--- config.mk ---
export PLATFORM = sky130hd
export DESIGN_NAME = csr_fifo_param
export DESIGN_NICKNAME = d
export VERILOG_FILES = /design/src/rtl/csr_fifo_param.sv
export SDC_FILE = /design/constraint.sdc
export NUM_CORES = 1
export LEC_CHECK = 0
export CORE_MARGIN = 2
export CORE_UTILIZATION = 45
export CTS_BUF_LIST = sky130_fd_sc_hd__clkbuf_4 sky130_fd_sc_hd__clkbuf_8
export DETAILED_ROUTE_END_ITERATION = 8
export PLACE_DENSITY = 0.69
export SLEW_MARGIN = 20
export SYNTH_ARGS = -nofsm -noshare
export SYNTH_HDL_FRONTEND = slang
export SYNTH_SLANG_ARGS = --single-unit
--- constraint.sdc ---
create_clock -name clk_i -period 4.2 [get_ports clk_i]
set_input_delay 0.63 -clock clk_i [delete_from_list [all_inputs] [get_ports clk_i]]
set_output_delay 0.63 -clock clk_i [all_outputs]
set_load 0.05 [all_outputs]
--- src/rtl/csr_fifo_param.sv ---
// -----------------------------------------------------------------------------
// csr_fifo_param
// Parametrised FIFO that the CPU fills through CSR writes and a serial consumer
// (e.g. UART TX) drains with a next/have_next handshake. First-word
// fall-through: the head entry is visible on `data` whenever have_next=1.
//
// Ports
//   clk_i         clock
//   reset_i       synchronous active-high reset
//   csr_enable    CSR access valid this cycle
//   csr_addr      CSR address
//   csr_op        CSR operation (001 RW, 010 RS, 011 RC, 101 RWI, 110 RSI, 111 RCI)
//   rs1_zimm      immediate operand for the xxI operations
//   rs1_data      register operand
//   csr_data_out  read data of the addressed CSR (combinational)
//   next          consumer pop strobe, one pop per high cycle
//   data          head entry, valid while have_next=1 (0 when empty)
//   have_next     FIFO non-empty
//   almost_full   level >= AFULL_LVL
//   level         current occupancy, 0..DEPTH
//
// Status CSR layout: [0] empty, [1] full, [2] almost_full, [3] overflow,
// [4] underflow, [8+:LVL_W] level. Writing 1 to bit 3/4 clears the matching
// sticky flag; writing 1 to bit 31 (register ops only) flushes the FIFO.
// -----------------------------------------------------------------------------
module csr_fifo_param #(
  parameter int          DATA_W    = 8,
  parameter int          DEPTH     = 16,
  parameter int          AFULL_LVL = 12,
  parameter logic [11:0] DATA_ADDR = 12'h051,
  parameter logic [11:0] STAT_ADDR = 12'h052,
  localparam int         LVL_W     = $clog2(DEPTH) + 1
) (
  input  logic              clk_i,
  input  logic              reset_i,
  input  logic              csr_enable,
  input  logic [11:0]       csr_addr,
  input  logic [2:0]        csr_op,
  input  logic [4:0]        rs1_zimm,
  input  logic [31:0]       rs1_data,
  output logic [31:0]       csr_data_out,
  input  logic              next,
  output logic [DATA_W-1:0] data,
  output logic              have_next,
  output logic              almost_full,
  output logic [LVL_W-1:0]  level
);

  localparam int AW = LVL_W - 1;

  localparam logic [2:0] OP_RW  = 3'b001;
  localparam logic [2:0] OP_RS  = 3'b010;
  localparam logic [2:0] OP_RWI = 3'b101;
  localparam logic [2:0] OP_RSI = 3'b110;

  logic [DATA_W-1:0] mem_r [DEPTH];
  logic [LVL_W-1:0]  wr_ptr_r;
  logic [LVL_W-1:0]  rd_ptr_r;
  logic              overflow_r;
  logic              underflow_r;

  logic [31:0]       operand_s;
  logic              data_hit_s;
  logic              stat_hit_s;
  logic              push_req_s;
  logic              stat_wr_s;
  logic              flush_s;
  logic              empty_s;
  logic              full_s;
  logic [LVL_W-1:0]  level_s;
  logic              pop_s;
  logic              push_s;
  logic              ovf_set_s;
  logic              udf_set_s;
  logic [31:0]       stat_word_s;
  logic              unused_operand_s;

  // Decode the CSR access and derive FIFO control strobes.
  always_comb begin
    operand_s  = csr_op[2] ? {27'd0, rs1_zimm} : rs1_data;
    data_hit_s = csr_enable && (csr_addr == DATA_ADDR);
    stat_hit_s = csr_enable && (csr_addr == STAT_ADDR);
    case (csr_op)
      OP_RW, OP_RWI: push_req_s = data_hit_s;
      default:       push_req_s = 1'b0;
    endcase
    case (csr_op)
      OP_RW, OP_RS, OP_RWI, OP_RSI: stat_wr_s = stat_hit_s;
      default:                      stat_wr_s = 1'b0;
    endcase
    // Immediate operands are only 5 bits wide, so they can never reach bit 31.
    flush_s   = stat_wr_s && !csr_op[2] && operand_s[31];
    empty_s   = (wr_ptr_r == rd_ptr_r);
    full_s    = (wr_ptr_r[LVL_W-1] != rd_ptr_r[LVL_W-1]) &&
                (wr_ptr_r[AW-1:0] == rd_ptr_r[AW-1:0]);
    level_s   = wr_ptr_r - rd_ptr_r;
    pop_s     = next && !empty_s;
    // At full a simultaneous pop frees the slot the push needs.
    push_s    = push_req_s && (!full_s || pop_s);
    ovf_set_s = push_req_s && full_s && !pop_s;
    udf_set_s = next && empty_s;
  end

  // Only the CSR-visible operand bits are consumed; fold the rest away.
  assign unused_operand_s = ^operand_s;

  // Build the status word and select the CSR read data.
  always_comb begin
    stat_word_s              = 32'd0;
    stat_word_s[0]           = empty_s;
    stat_word_s[1]           = full_s;
    stat_word_s[2]           = almost_full;
    stat_word_s[3]           = overflow_r;
    stat_word_s[4]           = underflow_r;
    stat_word_s[8 +: LVL_W]  = level_s;
    if (stat_hit_s) begin
      csr_data_out = stat_word_s;
    end else begin
      csr_data_out = 32'd0;
    end
  end

  // Storage array; deliberately not reset, only the pointers are.
  always_ff @(posedge clk_i) begin
    if (push_s && !flush_s) begin
      mem_r[wr_ptr_r[AW-1:0]] <= operand_s[DATA_W-1:0];
    end
  end

  // Read/write pointers with natural wrap; flush overrides any push/pop.
  always_ff @(posedge clk_i) begin
    if (reset_i || flush_s) begin
      wr_ptr_r <= {LVL_W{1'b0}};
      rd_ptr_r <= {LVL_W{1'b0}};
    end else begin
      if (push_s) begin
        wr_ptr_r <= wr_ptr_r + LVL_W'(1);
      end
      if (pop_s) begin
        rd_ptr_r <= rd_ptr_r + LVL_W'(1);
      end
    end
  end

  // Sticky error flags: a new event beats a same-cycle W1C clear.
  always_ff @(posedge clk_i) begin
    if (reset_i) begin
      overflow_r  <= 1'b0;
      underflow_r <= 1'b0;
    end else begin
      if (ovf_set_s) begin
        overflow_r <= 1'b1;
      end else if (stat_wr_s && operand_s[3]) begin
        overflow_r <= 1'b0;
      end
      if (udf_set_s) begin
        underflow_r <= 1'b1;
      end else if (stat_wr_s && operand_s[4]) begin
        underflow_r <= 1'b0;
      end
    end
  end

  // Consumer-facing outputs, all derived from registered state.
  always_comb begin
    have_next   = !empty_s;
    level       = level_s;
    almost_full = (level_s >= LVL_W'(AFULL_LVL));
    if (empty_s) begin
      data = {DATA_W{1'b0}};
    end else begin
      data = mem_r[rd_ptr_r[AW-1:0]];
    end
  end

endmodule

==> metrics.md <==
| Metric | Value |
|---|---|
| Min Hold Slack | 0.573 ns |
| Die width | between 100 and 150 um |
| # resized after CTS | 0 |
| DRT antenna net count | 0 |
| Final setup violation count | 0 |
| Clock buffer depth | 2 |
| Slew Viols, Final | 0 |
| P_sw | between 0.0006 and 0.0007 W |
| Average size of a mapped cell | 16.7 um^2 |
| Global-route wire length before repair | between 15000 and 20000 um |
| Via count | 3278 |
| GRT overflow | 0 |
| Tmin final | 3.93 ns |
| CTS Sinks | approximately 140 |
| Post-synthesis sequential area ratio | about two thirds |
| RSZ-0062 raised after global routing | no |
| Area share of the largest cell type after synthesis | approximately three fifths |
| Filler Cell Count | approximately 1.1k |
| Part of the power in registers | a little under three fifths |
| Max VDD drop | between 0.15 and 0.2 mV |
| Worst Max-Slew Pin Slew | about 1.0 ns |
| I/O pin total | roughly 100 |
| Area contributors post-synth | edfxtp_1 (62%), mux4_2 (12%), dfxtp_1 (5.2%), buf_4 (3.1%), mux2i_1 (2.6%) |
| Avg WL per Cell | about 18 um |
| Rows | 42 |
| H-tree depth | 4 |
| Clock Latency Late Sink | 0.42 ns |
| Fin. Hold Viols | 0 |
| Dpl hpwl | 7790 um |
| Share of cells above drive strength 1 | between 10% and 20% |
| Fin util | 55.0% |
| First DRT Iteration DRCs | about 240 |
| Hold Path Depth | 3 |
| Root buffer cell | clkbuf_8 |
| Commonest cells in the netlist | edfxtp_1 (128), mux4_2 (32), nor2_1 (32) |
| Power share of the clock group | between 30% and 40% |
| Cells after Synth | ~370 |
| Clk slew on worst S/H paths | 0.09 ns |
| Layout area overhead | 18.4% |
| Final nets | around 500 |
| Syn Std Cell Area | 6200 um^2 |
| Pwr Density | about 370 nW/um^2 |
| All-layer global routing usage | ~17% |
| Final wirelength | 11400 um |
| Register bit total from synthesis | ~140 |
| Dpl ws | approximately 0.56 ns |
| Number of global-route vias before repair | 3386 |
| Crit path launch type | flip-flop |
| IO buf count | 57 |
| Vias per cell | between 5 and 6 |
| Ys Warns | 0 |
| ANT cells | 0 |
| Die area | between 10000 and 15000 um^2 |
| Reg2reg end | mem_r[8][3] |
| Post-CTS setup buffer count | 0 |
| Placed cells | between 600 and 700 |
| Main synth FF type | edfxtp_1 |
| Largest area contributor in the netlist | edfxtp_1 |
| Critical Path Sink Type | primary output |
| LEAKAGE | ~2.3 nW |
| Count leader, synth | edfxtp_1 |
| GP Congestion | around 0.78 |
| Setup TNS | 0 ns |
| Largest net degree at the start of global routing | 33 |
| Worst min path class | flip-flop to flip-flop |
| Initial antenna violation count | 0 |
| CORE AREA | 13300 um^2 |
| Critical Path RT | between 3 and 4 ns |
| Maximum clock frequency | 254 MHz |
| R2R depth | 6 |
| CTS buffer count | 17 |
| Critical path arrival | 3.30 ns |
| Die H | 121 um |
| # DRC | 0 |
| Outcome | finished, final reports clean |
| Cell Count, Final, Fillers Out | roughly 630 |
| HP Start | underflow_r |
| CP max FO | 10 |
| Reg-to-reg startpoint | wr_ptr_r[3] |
| Initial Utilization | between 40 and 50% |
| Hold buffers post-CTS | 0 |
| Internal power | around 0.0021 W |
| Netlist cell types | 38 |
| Setup CP Type | flip-flop to primary output |
| Tcrit/Tclk final | 93.7% |
| Fin worst setup slack | around 0.27 ns |
| Hold EP | underflow_r |
| Post-synth EDFFs | approximately 130 |
| Max-cap violations | 0 |
| Internal reg-to-reg setup slack | between 1 and 1.5 ns |
| Sw Share | 23.6% |
| Max-slew headroom | 32.1% |
| Drt first pass iters | 4 |
| CTS tree | built |
| Worst clock skew | 0.00970 ns |
| Comb pwr share | 4.1% |
| FFs w/ async S/R, synth | 0% |
[power by group through the flow]
| stage | combinational, W | sequential (W) | clock, W |
|---|---|---|---|
| final | 0.000112 | 0.00156 | 0.00107 |
| after global routing | 0.000120 | 0.00156 | 0.00116 |
| after CTS | 0.000113 | 0.00156 | 0.00109 |
| after detailed placement | 0.000112 | 0.00159 | 0 |
| after global placement | 0.000109 | 0.00159 | 0 |
| after floorplan | 0.0000842 | 0.00159 | 0 |
[logic make-up after synthesis]
kind of cell,synth area share [%]
AND/OR/NAND/NOR,6.60
adder cells (fa/ha/maj),2.34
flip-flops,67.2
other,0.0605
AO/OA/AOI/OAI,2.12
XOR/XNOR,1.82
buffers and inverters,4.80
multiplexers,15.1
[worst max-delay path by stage]
stage	to	slack, ns	startpoint	cells after the start
finish	data[4]	0.27	wr_ptr_r[3]	6
global placement	csr_data_out[1]	0.55	csr_addr[9]	6
CTS	data[4]	0.29	wr_ptr_r[3]	6
floorplan	csr_data_out[2]	0.98	wr_ptr_r[0]	7
global route	data[4]	0.13	wr_ptr_r[3]	6
detailed placement	csr_data_out[1]	0.56	csr_addr[9]	6
[cells in the final DEF (no fill, tap or decap), types with 2 or more instances in the layout]
cell type,synthesis,routed
nand3_1,3,3
edfxtp_1,128,128
clkdlybuf4s50_1,0,57
inv_8,0,3
nand4b_1,2,2
a41o_1,2,2
mux2i_1,16,16
mux4_2,32,32
dfxtp_1,16,15
ha_1,10,10
nor2b_2,0,2
nor2b_1,7,5
mux2_2,5,5
clkbuf_8,0,17
nor2_1,32,32
nand2b_1,4,4
inv_1,15,15
nand2_1,10,10
nor3_1,7,7
inv_6,0,7
o22ai_1,8,8
and4_1,2,2
conb_1,1,22
xor2_1,4,4
nand4_1,5,5
a21oi_1,4,4
xnor2_1,7,7
buf_4,26,12
o21ai_0,4,4
clkinvlp_4,0,2
[per-stage QoR]
step	power [W]	instance area (um^2)
final	0.00274	7340
after CTS	0.00276	7340
after floorplan	0.00168	6280
after detailed placement	0.00171	6940
after global placement	0.00170	6940
after global routing	0.00284	7340
[state kept, by name, summed over array words and instances (netlist names), named ones only]
register,flops
mem_r,128
rd_ptr_r,5
wr_ptr_r,5
overflow_r,1
underflow_r,1
[routing by layer]
| metal | share of wire, % | up-vias | global-route usage [%] |
|---|---|---|---|
| li1 | - | 1531 | - |
| met1 | 43 | 1632 | 21.1 |
| met2 | 52 | 111 | 28.9 |
| met3 | 4.5 | 4 | 4.65 |
| met4 | 0.62 | 0 | 4.74 |
| met5 | 0 | - | 0 |
[worst max-delay path: stages (launching register included)]
cell and delay (ns):
dfxtp_1 0.55, ha_1 0.37, and4_1 0.25, nand2_1 0.17
nand2_1 0.27, o22ai_1 0.39, clkdlybuf4s50_1 0.87
[layout make-up]
cell class | instances | area (um^2) | share of cell area (%)
inverters | 15 | 56.3 | 0.767
repair buffers | 70 | 681 | 9.27
flip-flops and latches | 144 | 4170 | 56.7
well taps | 176 | 220 | 3.00
clock inverters | 15 | 165 | 2.25
multi-input cells | 197 | 1820 | 24.8
clock buffers | 17 | 234 | 3.19
No activity file was read; power rests on OpenSTA's default activity.
